<file path="config.mk">
export PLATFORM = sky130hd
export DESIGN_NAME = rom_loader_flat
export DESIGN_NICKNAME = d
export VERILOG_FILES = /design/src/rtl/rom_loader_if.sv /design/src/rtl/rom_loader.sv /design/src/flat_wrapper.sv
export SDC_FILE = /design/constraint.sdc
export NUM_CORES = 1
export LEC_CHECK = 0
export ABC_AREA = 1
export ABC_CLOCK_PERIOD_IN_PS = 1890
export BUFFER_PORTS_ARGS = -buffer_cell sky130_fd_sc_hd__buf_4
export CAP_MARGIN = 20
export CORE_MARGIN = 4
export CORE_UTILIZATION = 40
export CTS_CLUSTER_SIZE = 28
export DETAILED_ROUTE_END_ITERATION = 8
export PLACE_DENSITY = 0.71
export SLEW_MARGIN = 20
export SYNTH_ARGS = -nofsm -noshare
export SYNTH_HDL_FRONTEND = slang
export SYNTH_SLANG_ARGS = --single-unit
</file>
<file path="constraint.sdc">
create_clock -name clk_sys -period 1.89 [get_ports clk_sys]
set_input_delay 0.2835 -clock clk_sys [delete_from_list [all_inputs] [get_ports clk_sys]]
set_output_delay 0.2835 -clock clk_sys [all_outputs]
set_load 0.02 [all_outputs]
</file>
<file path="src/rtl/rom_loader_if.sv">
// Bundles the hps_io download side and the sdram boot-write side of rom_loader.
interface rom_loader_if;
  logic        ce_ref;
  logic        ioctl_download;
  logic        ioctl_wr;
  logic [24:0] ioctl_addr;
  logic [7:0]  ioctl_dout;
  logic [7:0]  ioctl_index;
  logic [31:0] ioctl_file_ext;
  logic        ioctl_wait;
  logic        boot_wr;
  logic [22:0] boot_a;
  logic [1:0]  boot_bank;
  logic [7:0]  boot_dout;
  logic        map_we;
  logic [7:0]  map_addr;

  modport slave (
    input  ce_ref, ioctl_download, ioctl_wr, ioctl_addr, ioctl_dout, ioctl_index, ioctl_file_ext,
    output ioctl_wait, boot_wr, boot_a, boot_bank, boot_dout, map_we, map_addr
  );

  modport master (
    output ce_ref, ioctl_download, ioctl_wr, ioctl_addr, ioctl_dout, ioctl_index, ioctl_file_ext,
    input  ioctl_wait, boot_wr, boot_a, boot_bank, boot_dout, map_we, map_addr
  );
endinterface

</file>
<file path="src/rtl/rom_loader.sv">
// ROM download stream -> ce_ref-paced SDRAM byte writes (optionally mirrored to bank 1) plus ROM-map marks.
// Host is stalled with ioctl_wait for each byte; ROM_LOADER_COMBO_EN enables the "Z0" two-page combo image.
module rom_loader (
  input  logic        clk_sys,
  input  logic        reset_n,
  rom_loader_if.slave bus
);
  typedef enum logic [1:0] {IDLE, ARM, WR} state_t;

  state_t      state_q, state_d;
  logic [8:0]  page_q, page_d;
  logic        dl_q;
  logic        wait_q, wait_d;
  logic        wr_q, wr_d;
  logic [22:0] a_q, a_d;
  logic [1:0]  bank_q, bank_d;
  logic [7:0]  dout_q, dout_d;
  logic        map_we_q, map_we_d;
  logic [7:0]  map_addr_q, map_addr_d;
`ifdef ROM_LOADER_COMBO_EN
  logic        combo_q, combo_d;
  logic        ext_combo;
`endif

  logic [15:0] ext;
  logic [8:0]  ext_page;
  logic        unused_ext;
  logic [10:0] blk;
  logic        blk_ok;
  logic [8:0]  blk_page;
  logic [7:0]  page_sum;
  logic        is_boot;
  logic [22:0] acc_a;
  logic [1:0]  acc_bank;
  logic        accept;
  logic        dual;
  logic        dl_rise;

  assign ext        = bus.ioctl_file_ext[15:0];
  assign unused_ext = &bus.ioctl_file_ext[31:16];

  // Two hex characters name the page; anything else keeps the default nibble.
  always_comb begin
    ext_page = 9'h1EE;
`ifdef ROM_LOADER_COMBO_EN
    ext_combo = 1'b0;
`endif
    if (ext[15:8] >= 8'h30 && ext[15:8] <= 8'h39)      ext_page[7:4] = ext[11:8];
    else if (ext[15:8] >= 8'h41 && ext[15:8] <= 8'h46) ext_page[7:4] = ext[11:8] + 4'd9;
    if (ext[7:0] >= 8'h30 && ext[7:0] <= 8'h39)        ext_page[3:0] = ext[3:0];
    else if (ext[7:0] >= 8'h41 && ext[7:0] <= 8'h46)   ext_page[3:0] = ext[3:0] + 4'd9;
    if (ext == 16'h5A5A) begin
      ext_page = 9'h000;
    end else if (ext == 16'h5A30) begin
      ext_page = 9'h000;
`ifdef ROM_LOADER_COMBO_EN
      ext_combo = 1'b1;
`endif
    end
  end

  assign blk    = bus.ioctl_addr[24:14];
  assign blk_ok = (blk < 11'd8);

  always_comb begin
    blk_page = 9'h1FF;
    case (blk[1:0])
      2'd0:    blk_page = 9'h000;
      2'd1:    blk_page = 9'h100;
      2'd2:    blk_page = 9'h107;
      default: blk_page = 9'h1FF;
    endcase
  end

  assign page_sum = page_q[7:0] + bus.ioctl_addr[21:14];
  assign is_boot  = (bus.ioctl_index == 8'd0);
  assign acc_a    = is_boot ? {blk_page, bus.ioctl_addr[13:0]}
                            : {page_q[8], page_sum, bus.ioctl_addr[13:0]};
  assign acc_bank = is_boot ? {1'b0, blk[2]} : {1'b0, &bus.ioctl_index[7:6]};
  assign accept   = bus.ioctl_download & bus.ioctl_wr & (~is_boot | blk_ok);
  assign dual     = ((bus.ioctl_index[7:6] == 2'b01) || (bus.ioctl_index[5:0] != 6'd0))
                    && (bank_q == 2'b00);
  assign dl_rise  = bus.ioctl_download & ~dl_q;

  always_ff @(posedge clk_sys or negedge reset_n) begin
    if (!reset_n) begin
      state_q    <= IDLE;
      page_q     <= 9'h1EE;
      dl_q       <= 1'b0;
      wait_q     <= 1'b0;
      wr_q       <= 1'b0;
      a_q        <= '0;
      bank_q     <= '0;
      dout_q     <= '0;
      map_we_q   <= 1'b0;
      map_addr_q <= '0;
`ifdef ROM_LOADER_COMBO_EN
      combo_q    <= 1'b0;
`endif
    end else begin
      state_q    <= state_d;
      page_q     <= page_d;
      dl_q       <= bus.ioctl_download;
      wait_q     <= wait_d;
      wr_q       <= wr_d;
      a_q        <= a_d;
      bank_q     <= bank_d;
      dout_q     <= dout_d;
      map_we_q   <= map_we_d;
      map_addr_q <= map_addr_d;
`ifdef ROM_LOADER_COMBO_EN
      combo_q    <= combo_d;
`endif
    end
  end

  always_comb begin
    state_d    = state_q;
    page_d     = page_q;
    wait_d     = wait_q;
    wr_d       = wr_q;
    a_d        = a_q;
    bank_d     = bank_q;
    dout_d     = dout_q;
    map_we_d   = 1'b0;
    map_addr_d = map_addr_q;
`ifdef ROM_LOADER_COMBO_EN
    combo_d    = combo_q;
`endif
    case (state_q)
      IDLE: begin
        if (accept) begin
          dout_d  = bus.ioctl_dout;
          a_d     = acc_a;
          bank_d  = acc_bank;
          wait_d  = 1'b1;
          state_d = ARM;
        end
      end
      ARM: begin
        if (bus.ce_ref) begin
          wr_d    = 1'b1;
          state_d = WR;
        end
      end
      WR: begin
        if (bus.ce_ref) begin
          wr_d = 1'b0;
          if (dual) begin
            bank_d  = 2'b01;
            state_d = ARM;
          end else begin
            wait_d  = 1'b0;
            state_d = IDLE;
            if (a_q[22]) begin
              map_we_d   = 1'b1;
              map_addr_d = a_q[21:14];
            end
`ifdef ROM_LOADER_COMBO_EN
            // First half of a combo image done: the rest lands in the upper ROM space.
            if (combo_q && a_q[13:0] == 14'h3FFF) begin
              combo_d = 1'b0;
              page_d  = 9'h1FF;
            end
`endif
          end
        end
      end
      default: state_d = IDLE;
    endcase
    if (dl_rise && !is_boot) begin
      page_d = ext_page;
`ifdef ROM_LOADER_COMBO_EN
      combo_d = ext_combo;
`endif
    end
  end

  assign bus.ioctl_wait = wait_q;
  assign bus.boot_wr    = wr_q;
  assign bus.boot_a     = a_q;
  assign bus.boot_bank  = bank_q;
  assign bus.boot_dout  = dout_q;
  assign bus.map_we     = map_we_q;
  assign bus.map_addr   = map_addr_q;
endmodule

</file>
<file path="src/flat_wrapper.sv">
// flat-port wrapper written by rule: the top's interface ports become plain ports
module rom_loader_flat 
  (clk_sys, reset_n, bus_ce_ref, bus_ioctl_download, bus_ioctl_wr, bus_ioctl_addr, bus_ioctl_dout, bus_ioctl_index, bus_ioctl_file_ext, bus_ioctl_wait, bus_boot_wr, bus_boot_a, bus_boot_bank, bus_boot_dout, bus_map_we, bus_map_addr);
  rom_loader_if bus_i ();
  input  logic clk_sys;
  input  logic reset_n;
  input wire logic [$bits(bus_i.ce_ref)-1:0] bus_ce_ref;
  input wire logic [$bits(bus_i.ioctl_download)-1:0] bus_ioctl_download;
  input wire logic [$bits(bus_i.ioctl_wr)-1:0] bus_ioctl_wr;
  input wire logic [$bits(bus_i.ioctl_addr)-1:0] bus_ioctl_addr;
  input wire logic [$bits(bus_i.ioctl_dout)-1:0] bus_ioctl_dout;
  input wire logic [$bits(bus_i.ioctl_index)-1:0] bus_ioctl_index;
  input wire logic [$bits(bus_i.ioctl_file_ext)-1:0] bus_ioctl_file_ext;
  output wire logic [$bits(bus_i.ioctl_wait)-1:0] bus_ioctl_wait;
  output wire logic [$bits(bus_i.boot_wr)-1:0] bus_boot_wr;
  output wire logic [$bits(bus_i.boot_a)-1:0] bus_boot_a;
  output wire logic [$bits(bus_i.boot_bank)-1:0] bus_boot_bank;
  output wire logic [$bits(bus_i.boot_dout)-1:0] bus_boot_dout;
  output wire logic [$bits(bus_i.map_we)-1:0] bus_map_we;
  output wire logic [$bits(bus_i.map_addr)-1:0] bus_map_addr;
  assign bus_i.ce_ref = bus_ce_ref;
  assign bus_i.ioctl_download = bus_ioctl_download;
  assign bus_i.ioctl_wr = bus_ioctl_wr;
  assign bus_i.ioctl_addr = bus_ioctl_addr;
  assign bus_i.ioctl_dout = bus_ioctl_dout;
  assign bus_i.ioctl_index = bus_ioctl_index;
  assign bus_i.ioctl_file_ext = bus_ioctl_file_ext;
  assign bus_ioctl_wait = bus_i.ioctl_wait;
  assign bus_boot_wr = bus_i.boot_wr;
  assign bus_boot_a = bus_i.boot_a;
  assign bus_boot_bank = bus_i.boot_bank;
  assign bus_boot_dout = bus_i.boot_dout;
  assign bus_map_we = bus_i.map_we;
  assign bus_map_addr = bus_i.map_addr;
  rom_loader u_core (.clk_sys(clk_sys), .reset_n(reset_n), .bus(bus_i));
endmodule
</file>
==> results by group, run 1 <==
Status
  – Status: finished clean

Worst setup path
  – R2R setup slack: 0.15 ns
  – WP data arrival: 1.97 ns
  – Worst Setup SP: u_core.page_q[0]
  – Crit path required time: 2.12 ns
  – Cells on worst reg2reg path: 7
  – Startpoint types: flip-flop
  – Critical Path Fanout Max: 3
  – Worst r2r dst: u_core.bus.boot_a[18]
  – Crit. End Element: flip-flop
  – RR Startpoint: u_core.page_q[0]
  – Crit path kind: reg -> reg
  – CP Capture Point: u_core.bus.boot_a[18]

Place
  – Placed insts: 605
  – Port Buffers: 104
  – Worst slack, placed: 0.1921 ns
  – Routability cong.: 0.8409
  – Post-DP HPWL: 5564 um

Cells and area
  – Share of layout cells above drive strength 1: 25.49%
  – ANT cells: 0
  – Multi-input logic area: 1450 um^2
  – Final non-filler cell total: 613
  – Commonest non-fill, non-tap cell in the layout: nand2_1
  – Final core utilization: 54.40%
  – Nets: 607
  – Commonest cells after routing, fill and taps aside: nand2_1 (162), buf_4 (105), inv_1 (51), dfrtp_1 (48), nand3_1 (25)
  – Seq. cell area: 1385 um^2
  – Layout area overhead: 29.93%
  – # fillers: 742

Clocking
  – CTS sink cnt: 55
  – Post-CTS sizing: 0
  – Root buffer cell: clkbuf_8
  – CTS tree: yes
  – Postcts setup bufs: 0
  – CTS Buf Count: 5
  – CTS Buffer Depth: 2
  – Worst skew pair latency: 0.30 ns
  – CTS Hold Buffers Added: 0
  – Clk slew on worst S/H paths: 0.10 ns
  – H-tree depth: 2

Synth
  – Syn_area_per_cell: 7.584 um^2
  – Yosys reg bits: 55
  – Proportion of synthesized chip area in sequential cells: 44.66%
  – Yosys warns: 0
  – Mapped Cells: 409
  – Distinct cells, synth: 32
  – Post-Syn Area: 3102 um^2
  – Syn_nets: 503

Drt
  – Final antenna-violating net count: 0
  – Iter 0 DRT Violations: 86
  – Routed vias/inst: 4.617
  – DR pass1 iterations: 4
  – Via count: 2830
  – Wire per inst: 11.48 um
  – Drt drc: 0
  – Total Routed Length: 7039 um

Floorplanning
  – Die ar.: 9228 um^2
  – Die Ht: 96.06 um
  – Core box area: 7408 um^2
  – Starting Density: 41.87%
  – FP Rows: 31
  – Die width: 96.06 um
  – Top-level I/O count: 122

Global routing
  – Initial antenna violation count: 0
  – Largest net degree at the start of global routing: 56
  – Total congestion overflow: 0
  – Vias in the first global route: 2634
  – Tot GR Track Use: 14.93%
  – First-pass GRT wire length: 11130 um

Timing
  – RSZ-0062 raised after global routing: no
  – Setup TNS: 0 ns
  – Final Hold Fails: 0
  – Clock skew: 0.006487 ns
  – Number of setup violations in the final report: 0
  – Relative slew margins: 55.32%
  – Setup slack after layout: 0.1500 ns
  – Final-report max-slew violation count: 0
  – Fin crit period: 1.740 ns
  – Final critical-path share of the clock period: 92.06%
  – F_max: 574.7 MHz
  – Worst slew pin tran: 0.6702 ns

Pwr
  – Clk network pwr share: 13.2%
  – Net Sw Frac: 40.55%
  – Combinational Power Share: 47.2%
  – PwrDens: 1192 nW/um^2
  – VDD IR-drop max: 404.9 uV
  – Internal power: 2.857 mW
  – NetSw: 1.948 mW
  – Sequential share of power: 39.6%
  – Leak: 2.287 nW

Run
  – Max-cap violations: 0

Min path
  – Type of the worst min-delay path: in -> async
## area by class of cell
class                      instances  area share [%]
inverter                          53           4.936
timing repair buffer             105           19.56
clock buffer                       7           1.894
clock inverter                     1          0.1863
multi-input combinational        293           35.98
tap                               99           3.074
sequential                        55           34.37
## worst max-delay path, cell delays in order, from the launching register on
cell	delay, ns
dfrtp_1	0.41
ha_1	0.22
fa_1	0.43
nand3_1	0.09
nand3_1	0.09
a21oi_1	0.16
o21ai_0	0.11
a22oi_1	0.16
## per-layer routing
metal | track usage, % | share of wire [%]
met1 | 17.58 | 43
met4 | 4.265 | 1.4
met2 | 27.20 | 50
met3 | 3.049 | 5.8
met5 | 0 | 0
## power by group through the flow
stage / Combinational [mW] / Clock, mW / Sequential [mW]
after floorplan: 0.820 / 0 / 2.41
after global placement: 2.26 / 0 / 1.91
after detailed placement: 2.30 / 0 / 1.93
after CTS: 2.31 / 0.661 / 1.90
after global routing: 2.50 / 0.706 / 1.96
final: 2.27 / 0.633 / 1.90
## through the flow
stage	total power, mW	hold WS (ns)	cell area, um^2
CTS	4.872	0.03722	4030
global placement	4.171	0.3690	3946
floorplan	3.230	-0.01209	3102
global route	5.166	0.07086	4030
detailed placement	4.222	0.3728	3946
finish	4.805	0.02033	4030
## cell usage after synthesis
cell type	instances	area, um^2
a21boi_0	3	22.52
a21o_1	1	7.510
a21oi_1	7	35.03
a22oi_1	2	15.01
buf_2	3	15.01
buf_4	1	7.510
buf_6	4	45.04
conb_1	1	3.750
dfrtp_1	48	1201
dfstp_2	7	183.9
fa_1	1	20.02
ha_1	15	187.7
inv_1	51	191.4
inv_2	2	7.510
nand2_1	162	608.1
nand2_2	4	25.02
nand3_1	25	125.1
nand3_2	1	10.01
nand4_1	10	62.56
nand4_2	1	12.51
nor2_1	19	71.32
nor2_2	2	12.51
nor2_8	1	20.02
nor3_1	3	15.01
o21ai_0	21	105.1
o21ai_1	5	25.02
o22ai_1	1	6.260
or2_0	1	6.260
or2_1	1	6.260
or2_2	2	12.51
xnor2_1	3	26.28
xor2_1	1	8.760
## how the worst min path moves through the flow
stage                     depth (start not counted)     from              endpoint
after floorplan                                   0  reset_n  u_core.bus.boot_a[0]
after global placement                            1  reset_n  u_core.bus.boot_a[4]
after detailed placement                          1  reset_n  u_core.bus.boot_a[4]
after CTS                                         1  reset_n  u_core.bus.boot_a[4]
after global routing                              1  reset_n  u_core.bus.boot_a[2]
final                                             1  reset_n  u_core.bus.boot_a[2]
## kinds of logic (layout without fill, tap and decap cells)
logic type / count (synthesis) / after routing / synth area share, %
adder cells (fa/ha/maj): 16 / 16 / 6.696
other: 1 / 1 / 0.1209
XOR/XNOR: 4 / 4 / 1.130
buffers and inverters: 61 / 166 / 8.592
AND/OR/NAND/NOR: 232 / 232 / 31.83
flip-flops: 55 / 55 / 44.66
AO/OA/AOI/OAI: 40 / 40 / 6.978
## registers in the layout (all words and copies together), names as in the netlist
name / flops
u_core.bus.boot_a: 23
u_core.page_q: 9
u_core.bus.boot_dout: 8
u_core.bus.map_addr: 8
u_core.state_q: 2
u_core.bus.boot_bank: 1
u_core.bus.boot_wr: 1
u_core.bus.ioctl_wait: 1
u_core.bus.map_we: 1
u_core.dl_q: 1
(Power assumes the default switching activity.)
==> run 2: changes to the inputs <==
--- a/config.mk
+++ b/config.mk
@@ -13,6 +13,7 @@
 export CORE_UTILIZATION = 40
 export CTS_CLUSTER_SIZE = 28
 export DETAILED_ROUTE_END_ITERATION = 8
+export HOLD_SLACK_MARGIN = 0.06
 export PLACE_DENSITY = 0.71
 export SLEW_MARGIN = 20
 export SYNTH_ARGS = -nofsm -noshare
==> results by group, run 2 (synthesized netlist as in run 1, its figures left out) <==
Global routing
  – GR Util met1: 17.63% (+0.049 points)
  – Vias in the first global route: 2637 (+0.11%)
  – Met2 GRT Util: 27.20% (unchanged)
  – Most Crowded Layer GR: met2
  – Total congestion overflow: 0 (unchanged)
  – First-pass GRT wire length: 11140 um (+0.13%)
  – Tot GR Track Use: 14.95% (+0.017 points)
  – Largest net degree at the start of global routing: 56 (unchanged)
  – Routing usage on met3: 3.049% (unchanged)
  – Initial antenna violation count: 0 (unchanged)

Clocking
  – Worst skew pair latency: 0.30 ns (about the same)
  – CTS Buf Count: 5 (unchanged)
  – H-tree depth: 2 (unchanged)
  – Root buffer cell: clkbuf_8
  – CTS sink cnt: 55 (unchanged)
  – Post-CTS sizing: 0 (unchanged)
  – CTS Buffer Depth: 2 (unchanged)
  – Clk slew on worst S/H paths: 0.10 ns (about the same)
  – CTS tree: yes

Status
  – Status: finished clean

Pwr
  – Power consumption: 4.807 mW (about the same)
  – Clk network pwr share: 13.2% (about the same)
  – Internal power: 2.858 mW (about the same)
  – Leak: 2.291 nW (+0.18%)
  – PwrDens: 1190 nW/um^2 (-0.21%)
  – Net Sw Frac: 40.54% (about the same)
  – Sequential share of power: 39.6% (about the same)
  – VDD IR-drop max: 404.9 uV (about the same)
  – Combinational Power Share: 47.3% (about the same)
  – NetSw: 1.949 mW (about the same)

Timing
  – F_max: 574.7 MHz (about the same)
  – Final-report max-slew violation count: 0 (unchanged)
  – Final critical-path share of the clock period: 92.06% (about the same)
  – Setup TNS: 0 ns (unchanged)
  – Worst slew pin tran: 0.6712 ns (+0.001044 ns)
  – Number of setup violations in the final report: 0 (unchanged)
  – Clock skew: 0.006479 ns (-0.000007300 ns)
  – Fin crit period: 1.740 ns (+0.000008000 ns)
  – Relative slew margins: 55.25% (-0.070 points)
  – Final Hold Fails: 0 (unchanged)
  – RSZ-0062 raised after global routing: no
  – Worst hold slack: 0.09835 ns (+0.07802 ns)

Floorplanning
  – FP Rows: 31 (unchanged)
  – Die Ht: 96.06 um (unchanged)
  – Die width: 96.06 um (unchanged)
  – Die ar.: 9228 um^2 (unchanged)
  – Core box area: 7408 um^2 (unchanged)
  – Top-level I/O count: 122 (unchanged)
  – Starting Density: 41.87% (unchanged)

Worst setup path
  – WP data arrival: 1.97 ns (about the same)
  – Startpoint types: flip-flop
  – Crit path required time: 2.12 ns (about the same)
  – Crit path kind: reg -> reg
  – Critical Path Fanout Max: 3 (unchanged)
  – Crit. End Element: flip-flop

Drt
  – Drt drc: 0 (unchanged)
  – Wire per inst: 11.48 um (about the same)
  – Total Routed Length: 7047 um (+0.11%)
  – Final antenna-violating net count: 0 (unchanged)
  – DR pass1 iterations: 4 (unchanged)
  – Iter 0 DRT Violations: 81 (-5.8%)
  – Via count: 2830 (unchanged)
  – Routed vias/inst: 4.609 (-0.16%)

Min path
  – Type of the worst min-delay path: in -> reg

Cells and area
  – ANT cells: 0 (unchanged)
  – Nets: 608 (+0.16%)
  – Finished Cell Area: 4040 um^2 (+0.25%)
  – Layout area overhead: 30.25%
  – Multi-input logic area: 1450 um^2 (unchanged)
  – Commonest cells after routing, fill and taps aside: nand2_1 (162), buf_4 (105), inv_1 (51), dfrtp_1 (48), nand3_1 (25)
  – Max FFs per register: 23 (unchanged)
  – Share of layout cells above drive strength 1: 25.44% (-0.049 points)
  – Seq. cell area: 1385 um^2 (unchanged)
  – Commonest non-fill, non-tap cell in the layout: nand2_1
  – # fillers: 741 (-0.13%)

Place
  – Post-DP HPWL: 5564 um (unchanged)
  – DP Area: 3946 um^2 (unchanged)
  – Port Buffers: 104 (unchanged)
  – Routability cong.: 0.8409 (unchanged)

Run
  – Max-cap violations: 0 (unchanged)
-- run 2: path summary, 6_finish.rpt --
path	start	to	slack, ns	cells after the start
setup reg to reg	u_core.page_q[0]	u_core.bus.boot_a[18]	0.15	7
hold reg to reg	u_core.page_q[5]	u_core.page_q[5]	0.48	2
setup / recovery	u_core.page_q[0]	u_core.bus.boot_a[18]	0.15	7
max in group asynchronous	reset_n	u_core.bus.boot_a[14]	0.89	2
hold / removal	bus_ioctl_download	u_core.dl_q	0.1	1
min in group asynchronous	reset_n	u_core.bus.boot_a[2]	0.56	2
-- run 2: through the flow --
| step | cells | util (%) | setup slack (ns) |
|---|---|---|---|
| 6_report | 614 | 54.53 | 0.1500 |
| 5_1_grt | 614 | 54.53 | 0.04050 |
| 4_1_cts | 614 | 54.53 | 0.1402 |
| 3_5_place_dp | 605 | 53.27 | 0.1921 |
| 3_3_place_gp | 605 | 53.27 | 0.2007 |
| 2_1_floorplan | 409 | - | 0.3492 |
-- run 2: layout make-up --
class                           instances  share of cell area [%]
Clock buffer                            7                   1.889
Timing Repair Buffer                  106                   19.76
Sequential cell                        55                   34.28
Inverter                               53                   4.924
Multi-Input combinational cell        293                   35.89
Tap cell                               99                   3.066
Clock inverter                          1                  0.1858
-- run 2: worst max-delay path: stages (launching register included) --
cell	delay, ns
dfrtp_1	0.41
ha_1	0.22
fa_1	0.43
nand3_1	0.09
nand3_1	0.09
a21oi_1	0.16
o21ai_0	0.11
a22oi_1	0.16
-- run 2: metal layers --
layer | vias up | part of all wire [%]
met5 | - | 0
met4 | 0 | 1.4
met3 | 9 | 5.7
met2 | 61 | 50
met1 | 1275 | 43
li1 | 1485 | -
-- run 2: repair_timing --
action / CTS / global route
hold buffers: 1 / 0
setup buffers: 0 / 0
endpoints found under the setup margin: 0 / 0
hold endpoints to repair: 48 / 0
-- run 2: power by group through the flow --
stage | clock network (mW) | registers [mW] | logic, mW
global placement | 0 | 1.91 | 2.26
finish | 0.633 | 1.90 | 2.27
floorplan | 0 | 2.41 | 0.820
global route | 0.706 | 1.96 | 2.50
CTS | 0.661 | 1.90 | 2.31
detailed placement | 0 | 1.93 | 2.30
==> run 3: changes to the inputs <==
--- a/config.mk
+++ b/config.mk
@@ -15,6 +15,7 @@
 export DETAILED_ROUTE_END_ITERATION = 8
 export HOLD_SLACK_MARGIN = 0.06
 export PLACE_DENSITY = 0.71
+export REMOVE_ABC_BUFFERS = 1
 export SLEW_MARGIN = 20
 export SYNTH_ARGS = -nofsm -noshare
 export SYNTH_HDL_FRONTEND = slang
==> results by group, run 3 (synthesized netlist as in run 1, its figures left out) <==
Floorplanning
  – Top-level I/O count: 122 (unchanged)
  – Die Ht: 96.06 um (unchanged)
  – Die width: 96.06 um (unchanged)
  – Starting Density: 41.87% (unchanged)
  – Die ar.: 9228 um^2 (unchanged)
  – FP Rows: 31 (unchanged)
  – Core box area: 7408 um^2 (unchanged)

Place
  – Worst slack, placed: 0.1398 ns (-0.05227 ns)
  – Routability cong.: 0.8642 (+2.8%)
  – DP Area: 3954 um^2 (+0.19%)
  – Post-DP HPWL: 5929 um (+6.6%)
  – Port Buffers: 104 (unchanged)

Cells and area
  – Commonest non-fill, non-tap cell in the layout: nand2_1
  – Nets: 609 (+0.16%)
  – Share of layout cells above drive strength 1: 26.16% (+0.73 points)
  – Max FFs per register: 23 (unchanged)
  – Seq. cell area: 1385 um^2 (unchanged)
  – # fillers: 720 (-2.8%)
  – Commonest cells after routing, fill and taps aside: nand2_1 (162), buf_4 (106), inv_1 (51), dfrtp_1 (48), nand3_1 (25)
  – Finished Cell Area: 4064 um^2 (+0.59%)
  – ANT cells: 0 (unchanged)
  – Layout area overhead: 31.02%
  – Multi-input logic area: 1455 um^2 (+0.35%)

Timing
  – Final-report max-slew violation count: 0 (unchanged)
  – RSZ-0062 raised after global routing: no
  – F_max: 613.4 MHz (+6.7%)
  – Setup TNS: 0 ns (unchanged)
  – Setup slack after layout: 0.2597 ns (+0.1098 ns)
  – Number of setup violations in the final report: 0 (unchanged)
  – Final critical-path share of the clock period: 86.26% (-5.8 points)
  – Clock skew: 0.005735 ns (-0.0007448 ns)
  – Worst slew pin tran: 0.6737 ns (+0.002481 ns)
  – Final Hold Fails: 0 (unchanged)
  – Relative slew margins: 55.09% (-0.17 points)
  – Fin crit period: 1.630 ns (-0.1098 ns)
  – Worst hold slack: 0.09404 ns (-0.004309 ns)

Drt
  – Final antenna-violating net count: 0 (unchanged)
  – Total Routed Length: 7462 um (+5.9%)
  – Via count: 2874 (+1.6%)
  – Iter 0 DRT Violations: 69 (-15%)
  – DR pass1 iterations: 4 (unchanged)
  – Routed vias/inst: 4.673 (+1.4%)
  – Wire per inst: 12.13 um (+5.7%)
  – Drt drc: 0 (unchanged)

Worst setup path
  – Worst r2r dst: u_core.bus.boot_a[18]
  – Crit. End Element: flip-flop
  – RR Startpoint: u_core.page_q[0]
  – Cells on worst reg2reg path: 7 (unchanged)
  – R2R setup slack: 0.26 ns (+0.11 ns)
  – Crit path required time: 2.12 ns (about the same)
  – Crit path kind: reg -> reg
  – WP data arrival: 1.86 ns (-0.11 ns)
  – Startpoint types: flip-flop
  – Critical Path Fanout Max: 3 (unchanged)

Min path
  – WHS Path Cells: 1 (unchanged)
  – Hold_sp: bus_ioctl_download
  – Type of the worst min-delay path: in -> reg
  – Hold EP: u_core.dl_q

Clocking
  – Worst skew pair latency: 0.31 ns (about the same)
  – CTS Buf Count: 5 (unchanged)
  – CTS tree: yes
  – H-tree depth: 2 (unchanged)
  – Clk slew on worst S/H paths: 0.10 ns (about the same)
  – Root buffer cell: clkbuf_8
  – CTS Buffer Depth: 2 (unchanged)
  – CTS sink cnt: 55 (unchanged)

Global routing
  – Largest net degree at the start of global routing: 56 (unchanged)
  – Initial antenna violation count: 0 (unchanged)
  – Vias in the first global route: 2753 (+4.4%)
  – Tot GR Track Use: 16.66% (+1.7 points)
  – Total congestion overflow: 0 (unchanged)
  – First-pass GRT wire length: 12370 um (+11%)

Run
  – Max-cap violations: 0 (unchanged)

Pwr
  – PwrDens: 1204 nW/um^2 (+1.2%)
  – Leak: 2.304 nW (+0.53%)
  – VDD IR-drop max: 385.3 uV (-4.8%)

Status
  – Status: finished clean
-- run 3: cell count changes in the layout (fill, tap and decap cells not counted) --
cell and delta:
clkinvlp_4 -1, ha_2 +1, buf_4 +1, clkbuf_8 +1, fa_2 +1, fa_1 -1
clkbuf_1 -1, ha_1 -1, clkinv_4 +1
-- run 3: final cells by class --
cell class	instances	share of cell area, %
clock buffer	7	2.124
sequential	55	34.08
inverter	53	4.895
clock inverter	1	0.2155
tap	99	3.048
multi-input combinational	293	35.81
timing repair buffer	107	19.83
-- run 3: metal layers --
layer / track usage (%) / vias to the layer above / share of wire (%)
met2: 29.50 / 56 / 52
li1: - / 1485 / -
met3: 2.267 / 9 / 4.6
met4: 5.924 / 0 / 1.5
met5: 0 / - / 0
met1: 20.59 / 1324 / 42
-- run 3: per-stage QoR --
| step | std cells | power, mW | util (%) |
|---|---|---|---|
| floorplan | 401 | 3.184 | - |
| global placement | 606 | 4.186 | 53.37 |
| detailed placement | 606 | 4.259 | 53.37 |
| CTS | 615 | 4.949 | 54.79 |
| global route | 615 | 5.261 | 54.86 |
| finish | 615 | 4.891 | 54.86 |
-- run 3: worst max path at each step --
stage | endpoint | depth (start not counted) | slack, ns | start
final | u_core.bus.boot_a[18] | 7 | 0.26 | u_core.page_q[0]
after global placement | u_core.bus.boot_a[18] | 8 | 0.20 | bus_ioctl_addr[14]
after CTS | u_core.bus.boot_a[18] | 7 | 0.14 | u_core.page_q[0]
after global routing | u_core.bus.boot_a[14] | 5 | 0.01 | u_core.state_q[0]
after floorplan | u_core.bus.boot_a[14] | 4 | 0.30 | u_core.state_q[0]
after detailed placement | u_core.bus.boot_a[18] | 8 | 0.14 | bus_ioctl_addr[14]
-- run 3: where the power goes --
group	total, mW	internal [mW]	switching (mW)
logic	2.30	0.963	1.34
clock network	0.675	0.301	0.374
registers	1.91	1.64	0.269
total	4.89	2.91	1.98
-- run 3: what timing repair did --
item,CTS,global route
buffers inserted,0,0
hold buffers,1,0
endpoints found under the setup margin,0,1
endpoints found under the hold margin,48,0
gates resized for setup,0,2
-- run 3: critical path: stages (launching register included) --
cell and delay (ns):
dfrtp_1 0.42, ha_2 0.21, fa_2 0.37, nand3_1 0.08, nand3_1 0.08, a21oi_1 0.13
o21ai_0 0.12, a22oi_1 0.15
